`src/rtl/rca_config_sequencer_pkg.sv`:
```
// Shared types for the RCA configuration sequencer: instruction encodings,
// queued entry layout and build-time configuration.
package rca_config_sequencer_pkg;

    localparam int CFG_NUM_RCAS = 3;
    localparam bit USE_RCA      = 1'b1;
    localparam int RCA_ID_W     = $clog2(CFG_NUM_RCAS);

    typedef enum logic [2:0] {
        CPU_REG      = 3'd2,
        GRID_MUX     = 3'd3,
        IO_MUX       = 3'd4,
        RESULT_MUX   = 3'd5,
        IO_INP_MAP   = 3'd6,
        INP_CONSTANT = 3'd7
    } rca_cfg_type_t;

    typedef struct packed {
        logic [2:0]          cfg_type;
        logic [RCA_ID_W-1:0] rca_id;
        logic [31:0]         addr;
        logic [31:0]         data;
    } cfg_entry_t;

    typedef enum logic {
        SLOT_EMPTY,
        SLOT_LOADED
    } slot_state_t;

    // Types 0 and 1 are the RCA_USE encodings and never reach the config port.
    function automatic logic is_cfg_type(input logic [2:0] t);
        return t >= CPU_REG;
    endfunction

endpackage

```
`src/rtl/rca_config_sequencer_fifo.sv`:
```
// Circular buffer of configuration entries; pointers carry a wrap bit so
// full and empty are distinguished without a separate occupancy counter.
module rca_cfg_fifo
    import rca_config_sequencer_pkg::*;
#(
    parameter int FIFO_DEPTH = 4
) (
    input  logic       clk,
    input  logic       rst_n,
    input  logic       flush,
    input  logic       push,
    input  cfg_entry_t push_entry,
    input  logic       pop,
    output cfg_entry_t head,
    output logic       empty,
    output logic       full
);

    localparam int PTR_W = $clog2(FIFO_DEPTH);

    cfg_entry_t       mem [FIFO_DEPTH];
    logic [PTR_W:0]   wr_ptr;
    logic [PTR_W:0]   rd_ptr;

    always_ff @(posedge clk or negedge rst_n) begin
        if (!rst_n) begin
            wr_ptr <= '0;
            rd_ptr <= '0;
        end else if (flush) begin
            wr_ptr <= '0;
            rd_ptr <= '0;
        end else begin
            if (push) wr_ptr <= wr_ptr + 1'b1;
            if (pop)  rd_ptr <= rd_ptr + 1'b1;
        end
    end

    always_ff @(posedge clk) begin
        if (push) mem[wr_ptr[PTR_W-1:0]] <= push_entry;
    end

    assign head  = mem[rd_ptr[PTR_W-1:0]];
    assign empty = (wr_ptr == rd_ptr);
    assign full  = (wr_ptr[PTR_W] != rd_ptr[PTR_W]) &&
                   (wr_ptr[PTR_W-1:0] == rd_ptr[PTR_W-1:0]);

endmodule

```
`src/rtl/rca_config_sequencer.sv`:
```
// Queues decoded RCA configuration instructions and serialises them onto the
// shared config-write port while tracking per-unit outstanding configuration.
module rca_config_sequencer
    import rca_config_sequencer_pkg::*;
#(
    parameter int NUM_RCAS   = CFG_NUM_RCAS,
    parameter int FIFO_DEPTH = 4
) (
    input  logic                        clk,
    input  logic                        rst_n,
    input  logic                        cfg_issue_valid,
    output logic                        cfg_issue_ready,
    input  logic [2:0]                  cfg_type,
    input  logic [$clog2(NUM_RCAS)-1:0] cfg_rca_id,
    input  logic [31:0]                 cfg_rs1,
    input  logic [31:0]                 cfg_rs2,
    input  logic                        cfg_flush,
    output logic                        cfg_wr_valid,
    input  logic                        cfg_wr_ready,
    output logic [2:0]                  cfg_wr_type,
    output logic [$clog2(NUM_RCAS)-1:0] cfg_wr_rca_id,
    output logic [31:0]                 cfg_wr_addr,
    output logic [31:0]                 cfg_wr_data,
    input  logic [$clog2(NUM_RCAS)-1:0] use_check_id,
    output logic                        use_blocked,
    output logic [NUM_RCAS-1:0]         rca_pending_mask,
    output logic                        cfg_type_error
);

    localparam int ID_W  = $clog2(NUM_RCAS);
    localparam int CNT_W = $clog2(FIFO_DEPTH + 2);
    localparam logic [CNT_W-1:0] CNT_MAX = '1;

    logic        fifo_full;
    logic        fifo_empty;
    logic        fifo_push;
    cfg_entry_t  fifo_head;
    cfg_entry_t  issue_entry;
    cfg_entry_t  slot_q;
    slot_state_t state_q;
    slot_state_t state_d;
    logic        load_head;
    logic        load_bypass;
    logic        accept;
    logic        legal;
    logic        push_legal;
    logic        wr_fire;
    logic        slot_free;

    logic [CNT_W-1:0]    pending   [NUM_RCAS];
    logic [CNT_W-1:0]    pending_d [NUM_RCAS];
    logic [NUM_RCAS-1:0] inc_vec;
    logic [NUM_RCAS-1:0] dec_vec;

    assign cfg_issue_ready = ~fifo_full & ~cfg_flush;
    assign accept          = cfg_issue_valid & cfg_issue_ready;
    assign legal           = USE_RCA && is_cfg_type(cfg_type) && (int'(cfg_rca_id) < NUM_RCAS);
    assign push_legal      = accept & legal;
    assign wr_fire         = cfg_wr_valid & cfg_wr_ready;
    assign slot_free       = (state_q == SLOT_EMPTY) || wr_fire;
    assign issue_entry     = '{cfg_type, cfg_rca_id, cfg_rs1, cfg_rs2};

    // An empty FIFO lets a new entry go straight into the slot so it is
    // presented the cycle after it is accepted.
    assign fifo_push = push_legal & ~load_bypass;

    rca_cfg_fifo #(
        .FIFO_DEPTH (FIFO_DEPTH)
    ) u_fifo (
        .clk        (clk),
        .rst_n      (rst_n),
        .flush      (cfg_flush),
        .push       (fifo_push),
        .push_entry (issue_entry),
        .pop        (load_head),
        .head       (fifo_head),
        .empty      (fifo_empty),
        .full       (fifo_full)
    );

    always_ff @(posedge clk or negedge rst_n) begin
        if (!rst_n) state_q <= SLOT_EMPTY;
        else        state_q <= state_d;
    end

    always_comb begin
        state_d     = state_q;
        load_head   = 1'b0;
        load_bypass = 1'b0;
        if (cfg_flush) begin
            state_d = SLOT_EMPTY;
        end else if (slot_free) begin
            if (!fifo_empty) begin
                load_head = 1'b1;
                state_d   = SLOT_LOADED;
            end else if (push_legal) begin
                load_bypass = 1'b1;
                state_d     = SLOT_LOADED;
            end else begin
                state_d = SLOT_EMPTY;
            end
        end
    end

    always_ff @(posedge clk or negedge rst_n) begin
        if (!rst_n)           slot_q <= '0;
        else if (load_head)   slot_q <= fifo_head;
        else if (load_bypass) slot_q <= issue_entry;
    end

    assign cfg_wr_valid  = (state_q == SLOT_LOADED);
    assign cfg_wr_type   = slot_q.cfg_type;
    assign cfg_wr_rca_id = slot_q.rca_id;
    assign cfg_wr_addr   = slot_q.addr;
    assign cfg_wr_data   = slot_q.data;

    always_comb begin
        inc_vec = '0;
        dec_vec = '0;
        for (int i = 0; i < NUM_RCAS; i++) begin
            inc_vec[i]   = push_legal && (cfg_rca_id == ID_W'(i));
            dec_vec[i]   = wr_fire && (cfg_wr_rca_id == ID_W'(i));
            pending_d[i] = pending[i];
            if (cfg_flush)                     pending_d[i] = '0;
            else if (inc_vec[i] && !dec_vec[i]) pending_d[i] = pending[i] + 1'b1;
            else if (dec_vec[i] && !inc_vec[i]) pending_d[i] = pending[i] - 1'b1;
        end
    end

    // The mask is registered from the next counter value so it always agrees
    // with the counters visible to use_blocked.
    always_ff @(posedge clk or negedge rst_n) begin
        if (!rst_n) begin
            for (int i = 0; i < NUM_RCAS; i++) pending[i] <= '0;
            rca_pending_mask <= '0;
            cfg_type_error   <= 1'b0;
        end else begin
            for (int i = 0; i < NUM_RCAS; i++) begin
                if (inc_vec[i] && !dec_vec[i]) assert (pending[i] != CNT_MAX);
                if (dec_vec[i] && !inc_vec[i]) assert (pending[i] != '0);
                pending[i]          <= pending_d[i];
                rca_pending_mask[i] <= (pending_d[i] != '0);
            end
            cfg_type_error <= accept & ~legal;
        end
    end

    always_comb begin
        use_blocked = 1'b0;
        for (int i = 0; i < NUM_RCAS; i++) begin
            if (use_check_id == ID_W'(i)) use_blocked = (pending[i] != '0);
        end
    end

endmodule

```
`config.mk`:
```
export PLATFORM = sky130hd
export DESIGN_NAME = rca_config_sequencer
export DESIGN_NICKNAME = d
export VERILOG_FILES = /design/src/rtl/rca_config_sequencer_pkg.sv /design/src/rtl/rca_config_sequencer_fifo.sv /design/src/rtl/rca_config_sequencer.sv
export SDC_FILE = /design/constraint.sdc
export NUM_CORES = 1
export LEC_CHECK = 0
export CORE_MARGIN = 4
export CORE_UTILIZATION = 54
export CTS_BUF_LIST = sky130_fd_sc_hd__clkbuf_16
export CTS_CLUSTER_SIZE = 24
export DETAILED_ROUTE_END_ITERATION = 10
export HOLD_SLACK_MARGIN = 0.02
export PLACE_DENSITY = 0.89
export SLEW_MARGIN = 10
export SYNTH_ARGS = -nofsm -noshare
export SYNTH_HDL_FRONTEND = slang
export SYNTH_SLANG_ARGS = --single-unit
```
`constraint.sdc`:
```
create_clock -name clk -period 9 [get_ports clk]
set_input_delay 2.25 -clock clk [delete_from_list [all_inputs] [get_ports clk]]
set_output_delay 2.25 -clock clk [all_outputs]
set_load 0.03 [all_outputs]
```
==> results.yml, run 1 <==
run_status:
  outcome: "completed"
pwr:
  seqPwrFrac: 0.440
  p_comb_frac: 0.284
  net-switching-power_uw: 1530
  vdd_drop_max_v: 0.000196
  p_leak_uw: 0.00599
  power.density_nw_per_um2: 284
  internal_power_uw: 3410
  pwr-share-clk: 0.277
  switching_share: 0.309
finish:
  drive_gt1_frac: 0.143
  antennaDiodeCount: 0
  nets: 1053
  final_util: 0.663
  area_delta_synth_final_pct: 19.9
  mostFrequentLayoutCells: "276 x edfxtp_1, 150 x clkdlybuf4s50_1, 87 x dfrtp_1"
  seqCellArea_sq_um: 10500
  final_common_cell: "edfxtp_1"
  finalNonFillerCells: 1326
  multi_input_area_sq_um: 3790
  fillers: 1773
run:
  maxCapViolations: 0
floorplanning:
  rows: 59
  die-area_sq_um: 29600
  die_w_um: 172
  die_h_um: 172
  pin_count: 152
  coreArea_sq_um: 26300
  start_util: 0.553
setup_path:
  critPathRequiredTime_ns: 6.75
  crit_start: "cfg_flush"
  rr_worst_depth: 7
  end_kind: "output pin"
  cp_max_fo: 20
  critPathKind: "input pin to output pin"
  startpoint_type: "input pin"
  r2r_start: "u_fifo.rd_ptr[0]$_DFFE_PN0P_"
  crit_arrival_ns: 4.36
yosys:
  yosysWarnings: 0
  ys_ff_latch: 365
  ys_types: 47
  synth_nets: 896
  synth_ff_type: "edfxtp_1"
  synth_cells: 806
  yosysSeqAreaShare: 0.724
  synth-async-reset-ratio: 0.244
  syn_avg_cell_area_sq_um: 18.0
  syn-cell-area_sq_um: 14500
  synth_edf_count: 276
sta:
  rsz0062_at_grt: "no"
  timing.final.ws_setup_ns: 2.39
  skew_ns: 0.0195
  worst_slew_pin_slew_ns: 1.09
  fmax_mhz: 151
  hold_viol: 0
  fin_crit_ns: 6.61
  relSlewSlack: 0.272
  finalCritPeriodShare: 0.735
  tns_ns: 0
  slew_violations: 0
  setup_viol: 0
grt:
  gr-total-overflow: 0
  first_global_vias: 8161
  grt_start_max_net_pins: 99
  grt_use_total: 0.193
  grt_pass1_wl_um: 44400
  antenna_found_initial: 0
routing:
  first_iter_violations: 445
  drc_errors: 0
  wl_um: 28200
  vias: 7607
  vias_per_cell: 5.74
  wire_per_inst_um: 21.3
  ant_nets: 0
  drtPass1Iterations: 5
cts:
  root_buffer: "clkbuf_16"
  numCtsBuffers: 37
  clock_sinks: 365
  hold_buffers: 0
  cts_buffer_depth: 3
  clk_pin_slew_ns: 0.06
  clock_latency_ns: 0.51
  cts_tree: "done"
  cts_setup_buffers: 0
  post_cts_resized: 0
  htree_levels: 2
min_path:
  min_delay_path_depth: 2
  worstHoldStart: "cfg_wr_data[22]$_DFFE_PN0P_"
  holdCritPathClass: "flip-flop to flip-flop"
placement:
  globalplace.congestion: 0.742
  portBuffers: 151
  dp_hpwl_um: 16800
  place_ws_ns: 2.39
  dp_cells: 1259
layout make-up:
| cell class | instances | share of cell area |
|---|---|---|
| flip-flops and latches | 365 | 0.604 |
| multi-input cells | 391 | 0.217 |
| repair buffers | 159 | 0.0901 |
| clock buffers | 37 | 0.0532 |
| well taps | 335 | 0.0241 |
| clock inverters | 30 | 0.00905 |
| inverters | 9 | 0.00194 |
critical path: stages:
cell and delay (ns):
clkdlybuf4s50_1 0.82, a31oi_1 0.54, clkdlybuf4s50_1 0.75
registers in the layout (all words and copies together) (netlist names):
signal,count
cfg_wr_addr,32
cfg_wr_type,3
pending,9
cfg_wr_valid,1
rca_pending_mask,3
cfg_wr_data,32
u_fifo.mem,276
u_fifo.wr_ptr,3
cfg_wr_rca_id,2
cfg_type_error,1
u_fifo.rd_ptr,3
worst paths after layout:
| check | end | slack, ns |
|---|---|---|
| setup reg to reg | u_fifo.wr_ptr[2]$_DFFE_PN0P_ | 5.61 |
| min in group asynchronous | cfg_wr_data[12]$_DFFE_PN0P_ | 1.76 |
| max in group asynchronous | cfg_wr_addr[4]$_DFFE_PN0P_ | 6.06 |
| hold reg to reg | cfg_wr_data[22]$_DFFE_PN0P_ | 0.48 |
| hold / removal | cfg_wr_data[22]$_DFFE_PN0P_ | 0.48 |
| setup / recovery | cfg_issue_ready | 2.39 |
routing by layer:
metal	up-vias	track usage	share of wire
li1	3446	-	-
met5	-	0	0
met4	0	0.0489	0.018
met2	226	0.334	0.52
met3	43	0.0409	0.059
met1	3892	0.253	0.40
cells by family after synthesis:
logic type | synth area share
adder cells (fa/ha/maj) | 0.0121
AO/OA/AOI/OAI | 0.0354
flip-flops | 0.724
AND/OR/NAND/NOR | 0.0409
XOR/XNOR | 0.0108
multiplexers | 0.160
buffers and inverters | 0.0172
power groups by stage:
stage | combinational [uW] | sequential (uW) | clock, uW
final | 1400 | 2170 | 1370
after global routing | 1510 | 2200 | 1470
after floorplan | 628 | 2450 | 0
after CTS | 1420 | 2180 | 1400
after global placement | 1380 | 2190 | 0
after detailed placement | 1420 | 2210 | 0
per-stage QoR:
stage / total power [uW] / instance area [sq um] / hold slack, ns
after floorplan: 3080 / 14500 / 0.521
after global placement: 3570 / 16300 / 0.461
after detailed placement: 3630 / 16300 / 0.470
after CTS: 5000 / 17400 / 0.482
after global routing: 5180 / 17400 / 0.505
final: 4940 / 17400 / 0.476
synthesized netlist by cell type (all sizes together), types with 4 or more instances:
master,count,area [sq um]
ha,14,175
mux4,69,1550
clkbuf,22,92.6
and3,4,25.0
mux2i,74,741
nor2,15,56.3
xnor2,11,111
nor3,5,25.0
buf,19,124
and2,5,31.3
nand2,81,304
inv,9,33.8
o21ai,74,370
edfxtp,276,8290
dfrtp,89,2230
No activity file was read; power rests on OpenSTA's default activity.
==> run 2: changes to the inputs <==
- clock period: 9 -> 6.1 ns (I/O delays scaled with it)
==> run 2 against run 1 <==
  * Final cell count about the same
  * Sequential share of layout area down 0.27 points
  * Combinational power increased by 49%
  * Cell area grew 0.45%
  * Via count decreased by 0.72%
  * Highest routed layer is now met5
  * Critical path depth is 1 higher
  * Die area is the same
  * Largest power group unchanged
  * Critical endpoint is now use_blocked
  * Worst setup slack got worse by 1.2 ns
==> results.yml, run 2 (same netlist as run 1, synthesis figures left out) <==
run_status:
  outcome: "completed"
pwr:
  p_comb_frac: 0.283
  seqPwrFrac: 0.431
  internal_power_uw: 5130
  pwr-share-clk: 0.286
  p_leak_uw: 0.00604
  finalPower_uw: 7380
  power.density_nw_per_um2: 422
  switching_share: 0.304
  net-switching-power_uw: 2250
  vdd_drop_max_v: 0.000304
finish:
  largest_reg_flops: 276
  antennaDiodeCount: 0
  area_delta_synth_final_pct: 20.4
  drive_gt1_frac: 0.147
  final_common_cell: "edfxtp_1"
  nets: 1053
  mostFrequentLayoutCells: "276 x edfxtp_1, 150 x clkdlybuf4s50_1, 87 x dfrtp_1"
  fillers: 1717
routing:
  ant_nets: 0
  wire_per_inst_um: 20.9
  vias: 7552
  drc_errors: 0
  first_iter_violations: 500
  wl_um: 27700
  drtPass1Iterations: 4
  vias_per_cell: 5.69
sta:
  slew_violations: 0
  relSlewSlack: 0.271
  tns_ns: 0
  finalCritPeriodShare: 0.799
  hold_viol: 0
  rsz0062_at_grt: "no"
  skew_ns: 0.0136
  worst_slew_pin_slew_ns: 1.09
  fin_crit_ns: 4.87
  setup_viol: 0
  fmax_mhz: 205
min_path:
  holdCritPathClass: "flip-flop to flip-flop"
setup_path:
  critPathBufInv: 2
  cp_top_family: "buffers and inverters"
  cpMostUsedCell: "clkdlybuf4s50_1"
  crit_start: "use_check_id[0]"
  cp_max_fo: 3
  cp-endpoint: "use_blocked"
  regToRegSetupSlack_ns: 2.88
  crit_chain: "clkdlybuf4s50_1, or4b_2, and3_1, clkdlybuf4s50_1"
  crit_arrival_ns: 3.35
  cp_num_cells: 4
  critPathRequiredTime_ns: 4.58
  end_kind: "output pin"
  r2r_start: "u_fifo.rd_ptr[0]$_DFFE_PN0P_"
  slowest_delay_ns: 0.61
  rr_worst_depth: 4
  r2r-end: "u_fifo.mem[1][0]$_DFFE_PP_"
  slowest_stage: "or4b_2"
  startpoint_type: "input pin"
  critPathKind: "input pin to output pin"
cts:
  cts_setup_buffers: 0
  clk_pin_slew_ns: 0.06
  cts_buffer_depth: 3
  post_cts_resized: 0
  clock_latency_ns: 0.50
  clock_sinks: 365
  hold_buffers: 0
  cts_tree: "done"
  numCtsBuffers: 37
  htree_levels: 2
  root_buffer: "clkbuf_16"
grt:
  grt_use_total: 0.191
  grt_pass1_wl_um: 44100
  first_global_vias: 7819
  gr-total-overflow: 0
  grt_start_max_net_pins: 71
  antenna_found_initial: 1
floorplanning:
  die_w_um: 172
  die-area_sq_um: 29600
  coreArea_sq_um: 26300
  rows: 59
  die_h_um: 172
  pin_count: 152
  start_util: 0.553
placement:
  dp_hpwl_um: 16300
  portBuffers: 151
  globalplace.congestion: 0.745
run:
  maxCapViolations: 0
==> run 2: changes by cell type in the layout (fill, tap and decap cells not counted), sizes merged <==
cell	change
clkbuf	+2
bufinv	+1
clkinvlp	-2
==> run 2: per-layer routing <==
| layer | global-route usage | up-vias | wire length, um |
|---|---|---|---|
| met5 | 0 | - | 12 |
| met4 | 0.0482 | 2 | 559 |
| met3 | 0.0357 | 43 | 1400 |
| met2 | 0.328 | 195 | 14500 |
| met1 | 0.258 | 3868 | 11300 |
| li1 | - | 3444 | - |
==> run 2: worst min-delay path by stage <==
| stage | cells past startpoint | end | from |
|---|---|---|---|
| final | 2 | cfg_wr_data[27]$_DFFE_PN0P_ | cfg_wr_data[27]$_DFFE_PN0P_ |
| after global routing | 2 | cfg_wr_data[27]$_DFFE_PN0P_ | cfg_wr_data[27]$_DFFE_PN0P_ |
| after CTS | 2 | cfg_wr_addr[17]$_DFFE_PN0P_ | cfg_wr_addr[17]$_DFFE_PN0P_ |
| after detailed placement | 2 | cfg_wr_addr[17]$_DFFE_PN0P_ | cfg_wr_addr[17]$_DFFE_PN0P_ |
| after global placement | 2 | cfg_wr_addr[31]$_DFFE_PN0P_ | cfg_wr_addr[31]$_DFFE_PN0P_ |
| after floorplan | 2 | pending[8]$_DFF_PN0_ | pending[8]$_DFF_PN0_ |
==> run 2: tightest hold or removal path: cells and delay by family (launching register included) <==
family | cells | cell delay [ns]
AOI/OAI and AO/OA | 1 | 0.06
DFF | 1 | 0.34
and+or+nand+nor | 1 | 0.04
==> run 2: area by class of cell <==
cell class	instances	area [sq um]	share of cell area
sequential	365	10500	0.602
tap	335	419	0.0240
clock buffer	39	976	0.0558
inverter	9	33.8	0.00193
timing repair buffer	159	1580	0.0904
multi-input combinational	391	3790	0.217
clock inverter	29	173	0.00987
==> run 2: power groups by stage <==
| stage | sequential (uW) | clock, uW | combinational [uW] |
|---|---|---|---|
| 2_1_floorplan | 3620 | 0 | 926 |
| 3_3_place_gp | 3230 | 0 | 2050 |
| 3_5_place_dp | 3240 | 0 | 2100 |
| 4_1_cts | 3190 | 2160 | 2120 |
| 5_1_grt | 3220 | 2290 | 2230 |
| 6_report | 3180 | 2110 | 2090 |
==> run 2: per-stage QoR <==
step | hold WS, ns | util | instances | area [sq um] | setup slack, ns
2_1_floorplan | 0.521 | - | 806 | 14500 | 1.25
3_3_place_gp | 0.461 | 0.622 | 1259 | 16300 | 1.26
3_5_place_dp | 0.470 | 0.622 | 1259 | 16300 | 1.22
4_1_cts | 0.483 | 0.666 | 1327 | 17500 | 1.22
5_1_grt | 0.507 | 0.666 | 1327 | 17500 | 1.18
6_report | 0.475 | 0.666 | 1327 | 17500 | 1.23
==> run 3: changes to the inputs <==
- clock period: 6.1 -> 4.95 ns (I/O delays scaled with it)
==> run 3 against run 2 <==
  * Clock power up 19%
  * Sequential cell count unchanged
  * Clock skew down 0.0018 ns
  * Routed wire length up 1.2%
  * Via count up 0.83%
  * Global-route usage up 0.27 points
  * Worst setup slack worse by 0.59 ns
  * Combinational power up 24%
  * First-iteration DRC count up 41%
  * Highest routed layer is now met4
==> results.yml, run 3 (same netlist as run 1, synthesis figures left out) <==
run_status:
  outcome: "completed"
run:
  maxCapViolations: 0
finish:
  finalNonFillerCells: 1329
  fillers: 1707
  seqCellArea_sq_um: 10500
  fin_area_sq_um: 17500
  drive_gt1_frac: 0.152
  final_common_cell: "edfxtp_1"
  area_delta_synth_final_pct: 20.6
  largest_reg_flops: 276
  antennaDiodeCount: 0
  multi_input_area_sq_um: 3790
  mostFrequentLayoutCells: "276 x edfxtp_1, 150 x clkdlybuf4s50_1, 87 x dfrtp_1"
  nets: 1057
setup_path:
  end_kind: "output pin"
  regToRegSetupSlack_ns: 1.96
  crit_arrival_ns: 3.07
  critPathKind: "input pin to output pin"
  cp_max_fo: 2
  rr_worst_depth: 5
  startpoint_type: "input pin"
  r2r_start: "u_fifo.rd_ptr[0]$_DFFE_PN0P_"
  r2r-end: "u_fifo.mem[3][9]$_DFFE_PP_"
  critPathRequiredTime_ns: 3.71
sta:
  fmax_mhz: 232
  hold_viol: 0
  finalCritPeriodShare: 0.871
  rsz0062_at_grt: "no"
  worst_slew_pin_slew_ns: 1.02
  slew_violations: 0
  setup_viol: 0
  tns_ns: 0
  timing.final.ws_setup_ns: 0.640
  relSlewSlack: 0.317
  fin_crit_ns: 4.31
  skew_ns: 0.0118
  worst_hold_slack_ns: 0.479
placement:
  place_ws_ns: 0.646
  place_area_sq_um: 16400
  portBuffers: 151
  globalplace.congestion: 0.779
  dp_hpwl_um: 17200
  dp_cells: 1265
routing:
  vias: 7615
  vias_per_cell: 5.73
  wl_um: 28100
  drtPass1Iterations: 5
  drc_errors: 0
  first_iter_violations: 707
  wire_per_inst_um: 21.1
  ant_nets: 0
cts:
  cts_tree: "done"
  post_cts_resized: 0
  htree_levels: 2
  clock_latency_ns: 0.51
  root_buffer: "clkbuf_16"
  clock_sinks: 365
  clk_pin_slew_ns: 0.06
  cts_setup_buffers: 0
  hold_buffers: 0
  numCtsBuffers: 35
  cts_buffer_depth: 3
floorplanning:
  die_w_um: 172
  coreArea_sq_um: 26300
  rows: 59
  die_h_um: 172
  start_util: 0.553
  die-area_sq_um: 29600
  pin_count: 152
min_path:
  min_delay_path_depth: 2
  worstHoldStart: "cfg_wr_data[18]$_DFFE_PN0P_"
  worstHoldEndpoint: "cfg_wr_data[18]$_DFFE_PN0P_"
  holdCritPathClass: "flip-flop to flip-flop"
grt:
  grt_pass1_wl_um: 44700
  first_global_vias: 8140
  grt_start_max_net_pins: 83
  antenna_found_initial: 0
  grt_use_total: 0.194
  gr-total-overflow: 0
pwr:
  power.density_nw_per_um2: 515
  p_leak_uw: 0.00603
  vdd_drop_max_v: 0.000294
run 3: worst max-delay path by stage:
stage / startpoint / end / slack (ns) / depth (start not counted)
6_report: use_check_id[1] / use_blocked / 0.64 / 4
5_1_grt: use_check_id[1] / use_blocked / 0.58 / 4
3_5_place_dp: use_check_id[1] / use_blocked / 0.65 / 4
2_1_floorplan: cfg_flush / u_fifo.mem[3][0]$_DFFE_PP_ / 0.39 / 4
3_3_place_gp: use_check_id[1] / use_blocked / 0.67 / 4
4_1_cts: use_check_id[1] / use_blocked / 0.64 / 4
run 3: critical path, cell delays in order:
cell and delay, ns:
clkdlybuf4s50_1 0.43, or4b_2 0.63, and3_1 0.18, clkdlybuf4s50_1 0.59
run 3: area by class of cell:
class	count	share of cell area
clock buffers	35	0.0500
clock inverters	29	0.0121
inverters	9	0.00193
multi-input cells	391	0.216
flip-flops and latches	365	0.601
well taps	335	0.0239
repair buffers	165	0.0950
run 3: through the flow:
stage | utilization | power [uW]
6_report | 0.666 | 9030
5_1_grt | 0.666 | 9450
4_1_cts | 0.666 | 9130
3_5_place_dp | 0.625 | 6590
3_3_place_gp | 0.625 | 6500
2_1_floorplan | - | 5600
run 3: where the power goes:
part / total (uW) / switching (uW) / internal (uW)
Combinational: 2590 / 1460 / 1130
Clock: 2520 / 1080 / 1450
Sequential: 3910 / 237 / 3680
Total: 9030 / 2770 / 6260
run 3: routing by layer:
layer	up-vias	GRT usage	share of wire	routed length, um
met4	0	0.0543	0.024	660
met3	48	0.0327	0.055	1550
li1	3442	-	-	-
met2	244	0.334	0.52	14500
met5	-	0	0	0
met1	3881	0.260	0.40	11400
